==> src/rtl/sram_like_bridge_pkg.sv <==
// Shared definitions for the SRAM-like bridge: FSM state encoding and bus size codes.
package sram_like_bridge_pkg;

  typedef enum logic [1:0] {
    IDLE = 2'd0,
    REQ  = 2'd1,
    RESP = 2'd2,
    DONE = 2'd3
  } state_t;

  localparam logic [1:0] SZ_BYTE = 2'd0;
  localparam logic [1:0] SZ_HALF = 2'd1;
  localparam logic [1:0] SZ_WORD = 2'd2;

  // Code 3 is reserved on the core side; the bus only ever sees byte/half/word.
  function automatic logic [1:0] norm_size(input logic [1:0] sz);
    return (sz == 2'd3) ? SZ_WORD : sz;
  endfunction

endpackage

==> src/rtl/sram_like_bridge_if.sv <==
// SRAM-like master bus: req/addr_ok request phase, data_ok response phase.
interface sram_like_bridge_if #(
  parameter int ADDR_W = 32,
  parameter int DATA_W = 32
);
  logic              bus_req;
  logic              bus_wr;
  logic [1:0]        bus_size;
  logic [ADDR_W-1:0] bus_addr;
  logic [DATA_W-1:0] bus_wdata;
  logic              bus_addr_ok;
  logic              bus_data_ok;
  logic [DATA_W-1:0] bus_rdata;

  modport master (
    output bus_req, bus_wr, bus_size, bus_addr, bus_wdata,
    input  bus_addr_ok, bus_data_ok, bus_rdata
  );

  modport slave (
    input  bus_req, bus_wr, bus_size, bus_addr, bus_wdata,
    output bus_addr_ok, bus_data_ok, bus_rdata
  );
endinterface

==> src/rtl/sram_like_bridge_arbiter.sv <==
// Combinational channel arbiter. Fixed priority (highest index wins) by default;
// round-robin starting after last_grant when SRAM_LIKE_BRIDGE_RR_ARB_EN is defined.
module sram_like_bridge_arbiter #(
  parameter int N_CH  = 2,
  parameter int IDX_W = 1
) (
  input  logic [N_CH-1:0]  req,
`ifdef SRAM_LIKE_BRIDGE_RR_ARB_EN
  input  logic [IDX_W-1:0] last_grant,
`endif
  output logic [IDX_W-1:0] gnt_idx,
  output logic             gnt_any
);

`ifdef SRAM_LIKE_BRIDGE_RR_ARB_EN
  logic [IDX_W-1:0] cand;

  always_comb begin
    gnt_idx = '0;
    gnt_any = 1'b0;
    cand    = '0;
    for (int k = 1; k <= N_CH; k++) begin
      cand = IDX_W'((int'(last_grant) + k) % N_CH);
      if (!gnt_any && req[cand]) begin
        gnt_any = 1'b1;
        gnt_idx = cand;
      end
    end
  end
`else
  always_comb begin
    gnt_idx = '0;
    gnt_any = 1'b0;
    for (int i = 0; i < N_CH; i++) begin
      if (req[i]) begin
        gnt_any = 1'b1;
        gnt_idx = IDX_W'(i);
      end
    end
  end
`endif

endmodule

==> src/rtl/sram_like_bridge.sv <==
// Multi-channel core front end onto one SRAM-like bus, one transaction in flight.
// Optional round-robin arbitration: SRAM_LIKE_BRIDGE_RR_ARB_EN.
module sram_like_bridge
  import sram_like_bridge_pkg::*;
#(
  parameter int N_CH   = 2,
  parameter int ADDR_W = 32,
  parameter int DATA_W = 32
) (
  input  logic                   clk,
  input  logic                   resetn,
  input  logic [N_CH-1:0]        cpu_req,
  input  logic [N_CH-1:0]        cpu_wr,
  input  logic [2*N_CH-1:0]      cpu_size,
  input  logic [ADDR_W*N_CH-1:0] cpu_addr,
  input  logic [DATA_W*N_CH-1:0] cpu_wdata,
  output logic [DATA_W*N_CH-1:0] cpu_rdata,
  output logic [N_CH-1:0]        cpu_done,
  sram_like_bridge_if.master     bus
);

  localparam int IDX_W = (N_CH > 1) ? $clog2(N_CH) : 1;

  state_t                        state;
  logic [IDX_W-1:0]              grant;
  logic [IDX_W-1:0]              arb_idx;
  logic                          arb_any;
  logic [N_CH-1:0][1:0]          size_v;
  logic [N_CH-1:0][ADDR_W-1:0]   addr_v;
  logic [N_CH-1:0][DATA_W-1:0]   wdata_v;
  logic [N_CH-1:0][DATA_W-1:0]   rdata_q;

  assign size_v    = cpu_size;
  assign addr_v    = cpu_addr;
  assign wdata_v   = cpu_wdata;
  assign cpu_rdata = rdata_q;

`ifdef SRAM_LIKE_BRIDGE_RR_ARB_EN
  logic [IDX_W-1:0] last_grant;
`endif

  sram_like_bridge_arbiter #(
    .N_CH  (N_CH),
    .IDX_W (IDX_W)
  ) u_arb (
    .req        (cpu_req),
`ifdef SRAM_LIKE_BRIDGE_RR_ARB_EN
    .last_grant (last_grant),
`endif
    .gnt_idx    (arb_idx),
    .gnt_any    (arb_any)
  );

  always_ff @(posedge clk) begin
    if (!resetn) begin
      state         <= IDLE;
      grant         <= '0;
      bus.bus_req   <= 1'b0;
      bus.bus_wr    <= 1'b0;
      bus.bus_size  <= 2'd0;
      bus.bus_addr  <= '0;
      bus.bus_wdata <= '0;
      cpu_done      <= '0;
      rdata_q       <= '0;
`ifdef SRAM_LIKE_BRIDGE_RR_ARB_EN
      last_grant    <= '0;
`endif
    end else begin
      case (state)
        // Snapshot the winner's request; later changes on cpu_* are ignored.
        IDLE: begin
          if (arb_any) begin
            grant         <= arb_idx;
            bus.bus_req   <= 1'b1;
            bus.bus_wr    <= cpu_wr[arb_idx];
            bus.bus_size  <= norm_size(size_v[arb_idx]);
            bus.bus_addr  <= addr_v[arb_idx];
            bus.bus_wdata <= wdata_v[arb_idx];
            state         <= REQ;
          end
        end
        // data_ok cannot legally arrive before addr_ok, so it is not looked at here.
        REQ: begin
          if (bus.bus_addr_ok) begin
            bus.bus_req <= 1'b0;
            state       <= RESP;
          end
        end
        RESP: begin
          if (bus.bus_data_ok) begin
            if (!bus.bus_wr) rdata_q[grant] <= bus.bus_rdata;
            cpu_done[grant] <= 1'b1;
            state           <= DONE;
          end
        end
        DONE: begin
          cpu_done   <= '0;
`ifdef SRAM_LIKE_BRIDGE_RR_ARB_EN
          last_grant <= grant;
`endif
          state      <= IDLE;
        end
        default: state <= IDLE;
      endcase
    end
  end

endmodule

==> src/flat_wrapper.sv <==
// flat-port wrapper written by rule: the top's interface ports become plain ports
module sram_like_bridge_flat import sram_like_bridge_pkg::*;
#(
  parameter int N_CH   = 2,
  parameter int ADDR_W = 32,
  parameter int DATA_W = 32
)
  (clk, resetn, cpu_req, cpu_wr, cpu_size, cpu_addr, cpu_wdata, cpu_rdata, cpu_done, bus_bus_req, bus_bus_wr, bus_bus_size, bus_bus_addr, bus_bus_wdata, bus_bus_addr_ok, bus_bus_data_ok, bus_bus_rdata);
  sram_like_bridge_if #(.ADDR_W(ADDR_W), .DATA_W(DATA_W)) bus_i ();
  input  logic clk;
  input  logic resetn;
  input  logic [N_CH-1:0] cpu_req;
  input  logic [N_CH-1:0] cpu_wr;
  input  logic [2*N_CH-1:0] cpu_size;
  input  logic [ADDR_W*N_CH-1:0] cpu_addr;
  input  logic [DATA_W*N_CH-1:0] cpu_wdata;
  output logic [DATA_W*N_CH-1:0] cpu_rdata;
  output logic [N_CH-1:0] cpu_done;
  output wire logic [$bits(bus_i.bus_req)-1:0] bus_bus_req;
  output wire logic [$bits(bus_i.bus_wr)-1:0] bus_bus_wr;
  output wire logic [$bits(bus_i.bus_size)-1:0] bus_bus_size;
  output wire logic [$bits(bus_i.bus_addr)-1:0] bus_bus_addr;
  output wire logic [$bits(bus_i.bus_wdata)-1:0] bus_bus_wdata;
  input wire logic [$bits(bus_i.bus_addr_ok)-1:0] bus_bus_addr_ok;
  input wire logic [$bits(bus_i.bus_data_ok)-1:0] bus_bus_data_ok;
  input wire logic [$bits(bus_i.bus_rdata)-1:0] bus_bus_rdata;
  assign bus_bus_req = bus_i.bus_req;
  assign bus_bus_wr = bus_i.bus_wr;
  assign bus_bus_size = bus_i.bus_size;
  assign bus_bus_addr = bus_i.bus_addr;
  assign bus_bus_wdata = bus_i.bus_wdata;
  assign bus_i.bus_addr_ok = bus_bus_addr_ok;
  assign bus_i.bus_data_ok = bus_bus_data_ok;
  assign bus_i.bus_rdata = bus_bus_rdata;
  sram_like_bridge #(.N_CH(N_CH), .ADDR_W(ADDR_W), .DATA_W(DATA_W)) u_core (.clk(clk), .resetn(resetn), .cpu_req(cpu_req), .cpu_wr(cpu_wr), .cpu_size(cpu_size), .cpu_addr(cpu_addr), .cpu_wdata(cpu_wdata), .cpu_rdata(cpu_rdata), .cpu_done(cpu_done), .bus(bus_i));
endmodule
==> config.mk <==
export PLATFORM = sky130hd
export DESIGN_NAME = sram_like_bridge_flat
export DESIGN_NICKNAME = d
export VERILOG_FILES = /design/src/rtl/sram_like_bridge_pkg.sv /design/src/rtl/sram_like_bridge_if.sv /design/src/rtl/sram_like_bridge_arbiter.sv /design/src/rtl/sram_like_bridge.sv /design/src/flat_wrapper.sv
export SDC_FILE = /design/constraint.sdc
export NUM_CORES = 1
export LEC_CHECK = 0
export ABC_CLOCK_PERIOD_IN_PS = 1500
export BUFFER_PORTS_ARGS = -buffer_cell sky130_fd_sc_hd__buf_2
export CAP_MARGIN = 10
export CORE_UTILIZATION = 41
export CTS_CLUSTER_DIAMETER = 120
export CTS_CLUSTER_SIZE = 40
export DETAILED_ROUTE_END_ITERATION = 7
export PLACE_DENSITY = 0.77
export SLEW_MARGIN = 20
export SYNTH_ARGS = -nofsm -noshare
export SYNTH_HDL_FRONTEND = slang
export SYNTH_HIERARCHICAL = 1
export SYNTH_SLANG_ARGS = --single-unit
==> constraint.sdc <==
create_clock -name clk -period 1.5 [get_ports clk]
set_input_delay 0.225 -clock clk [delete_from_list [all_inputs] [get_ports clk]]
set_output_delay 0.225 -clock clk [all_outputs]
set_load 0.02 [all_outputs]
==> flow_summary.json, run 1 <==
{
  "routabilityCongestion": 0.825,
  "drtPass1Iterations": 4,
  "cts_buffers": 17,
  "finalCritPeriodShare": 0.949,
  "drc_errors": 0,
  "fin_util": 0.590,
  "maxCapViolations": 0,
  "crit_required_ps": 1820,
  "yosysWarnings": 6,
  "synth_edf_count": 0,
  "outcome": "complete, no violations",
  "max-vdd-ir-drop_mv": 1.28,
  "synth_seq_cells": 137,
  "die_w_um": 120,
  "cts.clk_slew.worst_paths_ps": 70,
  "grt_start_max_net_pins": 97,
  "switching_share": 0.363,
  "final_cell_mix": "303 x buf_2, 137 x dfxtp_1, 100 x nand2_1, 68 x mux2i_1, 66 x o211a_1",
  "top_usage_layer": "met2",
  "tns_ps": 0,
  "crit_path_start_kind": "register",
  "power_density_nw_per_um2": 1640,
  "critPathMaxFanout": 19,
  "cts_max_level": 4,
  "crit_arrival_ps": 1740,
  "power_leakage_uw": 0.00448,
  "nNetsFinal": 1049,
  "ys.flop_type": "dfxtp_1",
  "first_global_vias": 4858,
  "core_area_um2": 13500,
  "antenna_left": 0,
  "synth_cells": 589,
  "hold_buffers": 0,
  "synth_cell_type_count": 30,
  "finalCriticalPeriod_ps": 1420,
  "grt_use_met2": 0.358,
  "layout_commonest_cell": "buf_2",
  "grt_antenna_before_repair": 1,
  "power_frac_comb": 0.326,
  "diodes": 0,
  "fin_skew_ps": 7.62,
  "p_seq_frac": 0.366,
  "post_cts_buffers": 0,
  "area_growth_syn_to_layout_pct": 37.9,
  "gr-usage-met1": 0.224,
  "final_layout_size_suffix_gt1_frac": 0.407,
  "synth_area_um2": 5750,
  "internal_power_uw": 8260,
  "cts_tree": "built",
  "die_h_um": 120,
  "synth_nets": 765,
  "detail_route.vias_per_cell": 5.02,
  "grtUsageMet3": 0.0788,
  "grt_usage": 0.207,
  "rows": 42,
  "worst_pin_slew_ps": 394,
  "io-pin-count": 306,
  "p_sw_uw": 4710,
  "totalWireLength_um": 15100,
  "slew_viol_final": 0,
  "clockRootBuffer": "clkbuf_16",
  "worstSetupPathType": "reg2reg",
  "drt_iter0_drc": 268,
  "cts_buffer_depth": 2,
  "grt_pass1_wl_um": 23400,
  "io_buffers": 305,
  "syn_area_per_cell_um2": 9.77,
  "wl_per_cell_um": 14.2,
  "grt-ovfl-total": 0,
  "async_reset_ff_frac": 0,
  "hpwl_um": 11100,
  "endpoint_kind": "register",
  "fmax_mhz": 703,
  "relSlewSlack": 0.737,
  "ys_seq_area_frac": 0.477,
  "die-area_um2": 14500,
  "clkLatencyLatePin_ps": 420,
  "setup-violations-final": 0,
  "hp-class": "in2reg",
  "start_util": 0.428,
  "vias": 5330,
  "pwr-share-clk": 0.308,
  "cts.sinks": 137,
  "hold_viol": 0
}
sequential cells by signal (all words and copies together) (netlist names):
register	count
u_core/bus.bus_wdata	32
u_core/bus.bus_wr	1
u_core/cpu_done	2
u_core/bus.bus_size	2
u_core/state	2
u_core/bus.bus_addr	32
u_core/grant	1
u_core/cpu_rdata	64
u_core/bus.bus_req	1
routing by layer:
metal / routed length (um) / vias up
met1: 6020 / 2431
met2: 7480 / 204
met5: 13 / -
li1: - / 2665
met3: 1270 / 28
met4: 281 / 2
Yosys cell counts, drive strengths merged, types with 2 or more instances:
| library cell | n | area, um2 |
|---|---|---|
| o21ai | 67 | 335 |
| o211a | 66 | 661 |
| ha | 4 | 50.1 |
| nand4b | 2 | 32.5 |
| a21boi | 2 | 15.0 |
| nand2 | 101 | 382 |
| buf | 43 | 345 |
| a21oi | 2 | 10.0 |
| inv | 5 | 18.8 |
| mux2i | 68 | 681 |
| dfxtp | 137 | 2740 |
| nand3 | 64 | 320 |
| o21a | 3 | 22.5 |
| nor2b | 4 | 25.0 |
| clkbuf | 13 | 48.8 |
final cells by class:
type	instances	area (um2)
repair buffers	321	1760
flip-flops and latches	137	2740
clock buffers	17	425
clock inverters	15	151
multi-input cells	391	2610
inverters	5	18.8
well taps	176	220
fillers	1220	5520
stage by stage:
stage | cells | cell area (um2) | worst slack [ps] | total power, uW | hold WS [ps]
6_report | 1062 | 7930 | 76.9 | 13000 | 52.4
3_5_place_dp | 1030 | 7350 | 73.1 | 9050 | 446
3_3_place_gp | 1030 | 7350 | 93.0 | 8960 | 440
5_1_grt | 1062 | 7930 | -6.34 | 13700 | 31.7
4_1_cts | 1062 | 7930 | 78.6 | 13100 | 33.3
2_1_floorplan | 589 | 5750 | 42.2 | 7780 | 374
power by group through the flow:
stage	combinational (uW)	clock, uW	sequential [uW]
after floorplan	2140	0	5640
after global placement	4170	0	4790
after detailed placement	4240	0	4810
after CTS	4250	4080	4750
after global routing	4570	4280	4830
final	4230	4000	4750
path summary, 6_finish.rpt:
path / slack, ps / startpoint / cells after the start / end
worst max-delay path: 80 / u_core/state[1] / 6 / u_core/bus.bus_wdata[15]
worst min-delay path: 50 / bus_bus_rdata[20] / 3 / u_core/cpu_rdata[20]
worst max register to register: 80 / u_core/state[1] / 6 / u_core/bus.bus_wdata[15]
worst min register to register: 450 / u_core/cpu_rdata[28] / 2 / u_core/cpu_rdata[28]
what timing repair did:
item                                   4_1_cts  5_1_grt
endpoints found under the hold margin        0        0
resized for setup                            0        3
setup endpoints to repair                    0       50
critical path: stages, from the launching register on:
cell	delay (ps)
dfxtp_1	350
inv_2	70
ha_2	170
and2_4	230
buf_4	260
nand2_1	90
o211a_1	140
cell families (layout without fill, tap and decap cells):
| logic type | Yosys count | count (layout) | share of synthesized area |
|---|---|---|---|
| fa+ha+maj | 4 | 4 | 0.00870 |
| buf+inv | 61 | 358 | 0.0718 |
| compound gates | 142 | 142 | 0.185 |
| mux | 68 | 68 | 0.118 |
| simple gates | 177 | 177 | 0.140 |
| flops | 137 | 137 | 0.477 |
No activity file was read; power rests on OpenSTA's default activity.
==> inputs of run 2 (changes only) <==
- GPL_TIMING_DRIVEN: not set -> 0
==> flow_summary.json, run 2 (same netlist as run 1, synthesis figures left out) <==
{
  "power_leakage_uw": 0.00462,
  "outcome": "complete, no violations",
  "p_sw_uw": 4910,
  "regToRegEndpoint": "u_core/bus.bus_addr[27]",
  "hold_path.startpoint": "bus_bus_rdata[22]",
  "cts_tree": "built",
  "grt_antenna_before_repair": 2,
  "maxCapViolations": 0,
  "fin_util": 0.607,
  "finalInstanceArea_um2": 8170,
  "crit_path_start_kind": "register",
  "vias": 5653,
  "grt-ovfl-total": 0,
  "critPathMaxFanout": 10,
  "finalCritPeriodShare": 0.971,
  "final_cell_mix": "306 x buf_2, 135 x dfxtp_1, 100 x nand2_1, 68 x mux2i_1, 66 x o211a_1",
  "power_frac_comb": 0.349,
  "detail_route.vias_per_cell": 5.11,
  "grt_usage": 0.242,
  "io_buffers": 304,
  "grtUsageMet3": 0.0792,
  "internal_power_uw": 8690,
  "reg2reg_depth": 7,
  "pwr-share-clk": 0.302,
  "die-area_um2": 14500,
  "relSlewSlack": 0.650,
  "start_util": 0.428,
  "top_usage_layer": "met2",
  "core_area_um2": 13500,
  "finalPower_uw": 13600,
  "fin_skew_ps": 5.42,
  "clockRootBuffer": "clkbuf_16",
  "final_layout_size_suffix_gt1_frac": 0.419,
  "holdPathStages": 3,
  "dpl_cell_area_um2": 7490,
  "fin_ws_ps": 43.1,
  "drt_iter0_drc": 271,
  "largest_reg_flops": 64,
  "worstSetupPathType": "reg2reg",
  "routabilityCongestion": 0.839,
  "grt_pass1_wl_um": 27200,
  "rrSetupSlack_ps": 40,
  "switching_share": 0.361,
  "layout_commonest_cell": "buf_2",
  "cts.sinks": 137,
  "endpoint_kind": "register",
  "rows": 42,
  "area_growth_syn_to_layout_pct": 42.1,
  "grt_use_met2": 0.430,
  "hp-class": "in2reg",
  "first_global_vias": 5530,
  "hold-path-endpoint": "u_core/cpu_rdata[22]",
  "io-pin-count": 306,
  "antenna_left": 0,
  "cts_buffers": 17,
  "drc_errors": 0,
  "hpwl_um": 13300,
  "worst_pin_slew_ps": 525,
  "clkLatencyLatePin_ps": 420,
  "grt_start_max_net_pins": 17,
  "finalCriticalPeriod_ps": 1460,
  "p_seq_frac": 0.349,
  "rr_startpoint": "u_core/state[0]",
  "hold_viol": 0,
  "nNetsFinal": 1091,
  "cts_buffer_depth": 2,
  "cts.clk_slew.worst_paths_ps": 60,
  "power_density_nw_per_um2": 1660,
  "gr-usage-met1": 0.270,
  "cts_max_level": 4,
  "wl_per_cell_um": 15.8,
  "fmax_mhz": 686,
  "totalWireLength_um": 17500,
  "setup-violations-final": 0,
  "dpl_worst_slack_ps": -114,
  "drtPass1Iterations": 4,
  "slew_viol_final": 0,
  "crit_required_ps": 1810,
  "max-vdd-ir-drop_mv": 0.994,
  "tns_ps": 0,
  "die_w_um": 120,
  "crit_arrival_ps": 1760,
  "die_h_um": 120
}
-- run 2: layout make-up --
| type | count | area [um2] |
|---|---|---|
| Multi-Input combinational cell | 391 | 2620 |
| Inverter | 5 | 18.8 |
| Antenna cell | 2 | 5.00 |
| Tap cell | 176 | 220 |
| Clock buffer | 17 | 425 |
| Sequential cell | 137 | 2750 |
| Timing Repair Buffer | 307 | 1540 |
| Buffer | 56 | 432 |
| Fill cell | 1212 | 5280 |
| Clock inverter | 15 | 158 |
-- run 2: per-stage QoR --
| step | cells | hold WS, ps |
|---|---|---|
| 2_1_floorplan | 589 | 374 |
| 3_3_place_gp | 1069 | 443 |
| 3_5_place_dp | 1069 | 447 |
| 4_1_cts | 1102 | 41.4 |
| 5_1_grt | 1105 | 44.1 |
| 6_report | 1106 | 60.3 |
-- run 2: worst max path at each step --
stage,startpoint,end,slack (ps),depth (start not counted)
6_report,u_core/state[0],u_core/bus.bus_addr[27],40,7
5_1_grt,u_core/state[0],u_core/bus.bus_addr[16],-2,7
4_1_cts,u_core/state[1],u_core/bus.bus_addr[16],0.7,7
3_5_place_dp,u_core/state[0],u_core/bus.bus_addr[16],-110,7
3_3_place_gp,cpu_req[1],u_core/bus.bus_wdata[20],-100,7
2_1_floorplan,u_core/state[0],u_core/bus.bus_wdata[15],40,7
-- run 2: repair_timing --
item	4_1_cts	5_1_grt
hold buffers	0	0
endpoints found under the setup margin	118	92
gates resized for setup	8	21
buffers inserted	1	2
-- run 2: worst max-delay path, cell delays in order (launching register included) --
cell     delay (ps)
dfxtp_2         340
inv_2            60
ha_4            170
and2_1          140
buf_6           140
buf_12          150
buf_6           140
o211a_1         210
-- run 2: per-layer routing --
metal  vias up  routed length [um]  share of wire
li1       2747                   -              -
met1      2628                7150           0.41
met2       254                8690           0.50
met3        24                1350          0.077
met4         0                 342          0.020
met5         -                   0              0
-- run 2: power groups by stage --
| stage | clock, uW | sequential (uW) | combinational [uW] |
|---|---|---|---|
| floorplan | 0 | 5640 | 2140 |
| global placement | 0 | 4780 | 4490 |
| detailed placement | 0 | 4810 | 4530 |
| CTS | 4170 | 4740 | 4640 |
| global route | 4330 | 4830 | 5140 |
| finish | 4110 | 4750 | 4740 |
==> inputs of run 3 (changes only) <==
- CORE_UTILIZATION: 41 -> 40
- PLACE_DENSITY: 0.77 -> 0.75
==> flow_summary.json, run 3 (same netlist as run 1, synthesis figures left out) <==
{
  "setup-violations-final": 0,
  "worstSetupPathType": "reg2reg",
  "dpl_cell_area_um2": 7500,
  "wl_per_cell_um": 16.2,
  "critPathMaxFanout": 10,
  "detail_route.vias_per_cell": 5.03,
  "drt_iter0_drc": 301,
  "whs_ps": 71.4,
  "top_layer": "met4",
  "cts.clk_slew.worst_paths_ps": 60,
  "max-vdd-ir-drop_mv": 1.10,
  "maxCapViolations": 0,
  "grt_pass1_wl_um": 26900,
  "m1WireLength_um": 7190,
  "nNetsFinal": 1092,
  "cts_buffers": 17,
  "io-pin-count": 306,
  "core_area_um2": 13900,
  "die_h_um": 122,
  "fin_util": 0.586,
  "met3_length_um": 1480,
  "grt_antenna_before_repair": 2,
  "fmax_mhz": 688,
  "area_growth_syn_to_layout_pct": 42.0,
  "finalPower_uw": 13500,
  "hpwl_um": 13900,
  "hp-class": "in2reg",
  "grt-ovfl-total": 0,
  "drc_errors": 0,
  "first_global_vias": 5286,
  "antenna_left": 0,
  "final_layout_size_suffix_gt1_frac": 0.419,
  "largest_reg_flops": 64,
  "cts_tree": "built",
  "outcome": "complete, no violations",
  "power_density_nw_per_um2": 1660,
  "totalWireLength_um": 18000,
  "io_buffers": 304,
  "finalInstanceArea_um2": 8170,
  "finalCriticalPeriod_ps": 1450,
  "die-area_um2": 14900,
  "fin_skew_ps": 5.69,
  "finalCritPeriodShare": 0.969,
  "crit_required_ps": 1800,
  "routabilityCongestion": 0.849,
  "slew_viol_final": 0,
  "layout_commonest_cell": "buf_2",
  "hold_viol": 0,
  "relSlewSlack": 0.609,
  "clockRootBuffer": "clkbuf_16",
  "worst_pin_slew_ps": 586,
  "die_w_um": 122,
  "endpoint_kind": "register",
  "drtPass1Iterations": 6,
  "rows": 43,
  "crit_arrival_ps": 1750,
  "final_cell_mix": "308 x buf_2, 135 x dfxtp_1, 100 x nand2_1, 68 x mux2i_1, 66 x o211a_1",
  "wl_met2_um": 8980,
  "clkLatencyLatePin_ps": 410,
  "cts_buffer_depth": 2,
  "start_util": 0.413,
  "cts.sinks": 137,
  "grt_start_max_net_pins": 17,
  "tns_ps": 0,
  "grt_usage": 0.238,
  "crit_path_start_kind": "register",
  "vias": 5591,
  "power_leakage_uw": 0.00459,
  "cts_max_level": 4
}
## run 3: area by class of cell
class	instances	area (um2)
plain buffers	56	443
inverters	5	18.8
diodes	2	5.00
clock buffers	19	443
well taps	180	225
repair buffers	308	1560
multi-input cells	391	2610
clock inverters	13	120
fillers	1256	5770
flip-flops and latches	137	2750
## run 3: final timing paths
check                 startpoint  slack [ps]                      to  depth (start not counted)
max              u_core/state[1]          50  u_core/bus.bus_size[1]                          7
min            bus_bus_rdata[20]          70    u_core/cpu_rdata[20]                          3
max reg2reg      u_core/state[1]          50  u_core/bus.bus_size[1]                          7
min reg2reg  u_core/cpu_rdata[7]         450     u_core/cpu_rdata[7]                          2
## run 3: metrics by stage
stage | instances | setup slack [ps]
after floorplan | 589 | 42.2
after global placement | 1073 | -86.0
after detailed placement | 1073 | -108
after CTS | 1107 | 2.15
after global routing | 1111 | -16.2
final | 1111 | 47.1
## run 3: metal layers
layer,vias up,track usage
li1,2756,-
met2,228,0.421
met3,26,0.0754
met4,0,0.0856
met1,2581,0.266
met5,-,0
## run 3: critical path: stages, from the launching register on
cell and delay, ps:
dfxtp_2 350, inv_2 60, ha_4 160, and2_1 140, buf_6 140, buf_12 140, buf_6 140, o211a_1 210
## run 3: what timing repair did
item	4_1_cts	5_1_grt
hold buffers	0	0
gates cloned	0	0
hold endpoints to repair	0	0
setup buffers	2	2
pin swaps	0	2
endpoints found under the setup margin	105	114
resized for setup	4	33
## run 3: power breakdown
| group | leakage (uW) | switching [uW] | internal (uW) |
|---|---|---|---|
| Combinational | 0.00319 | 2800 | 2020 |
| Sequential | 0.00112 | 369 | 4380 |
| Clock | 0.000270 | 1620 | 2340 |
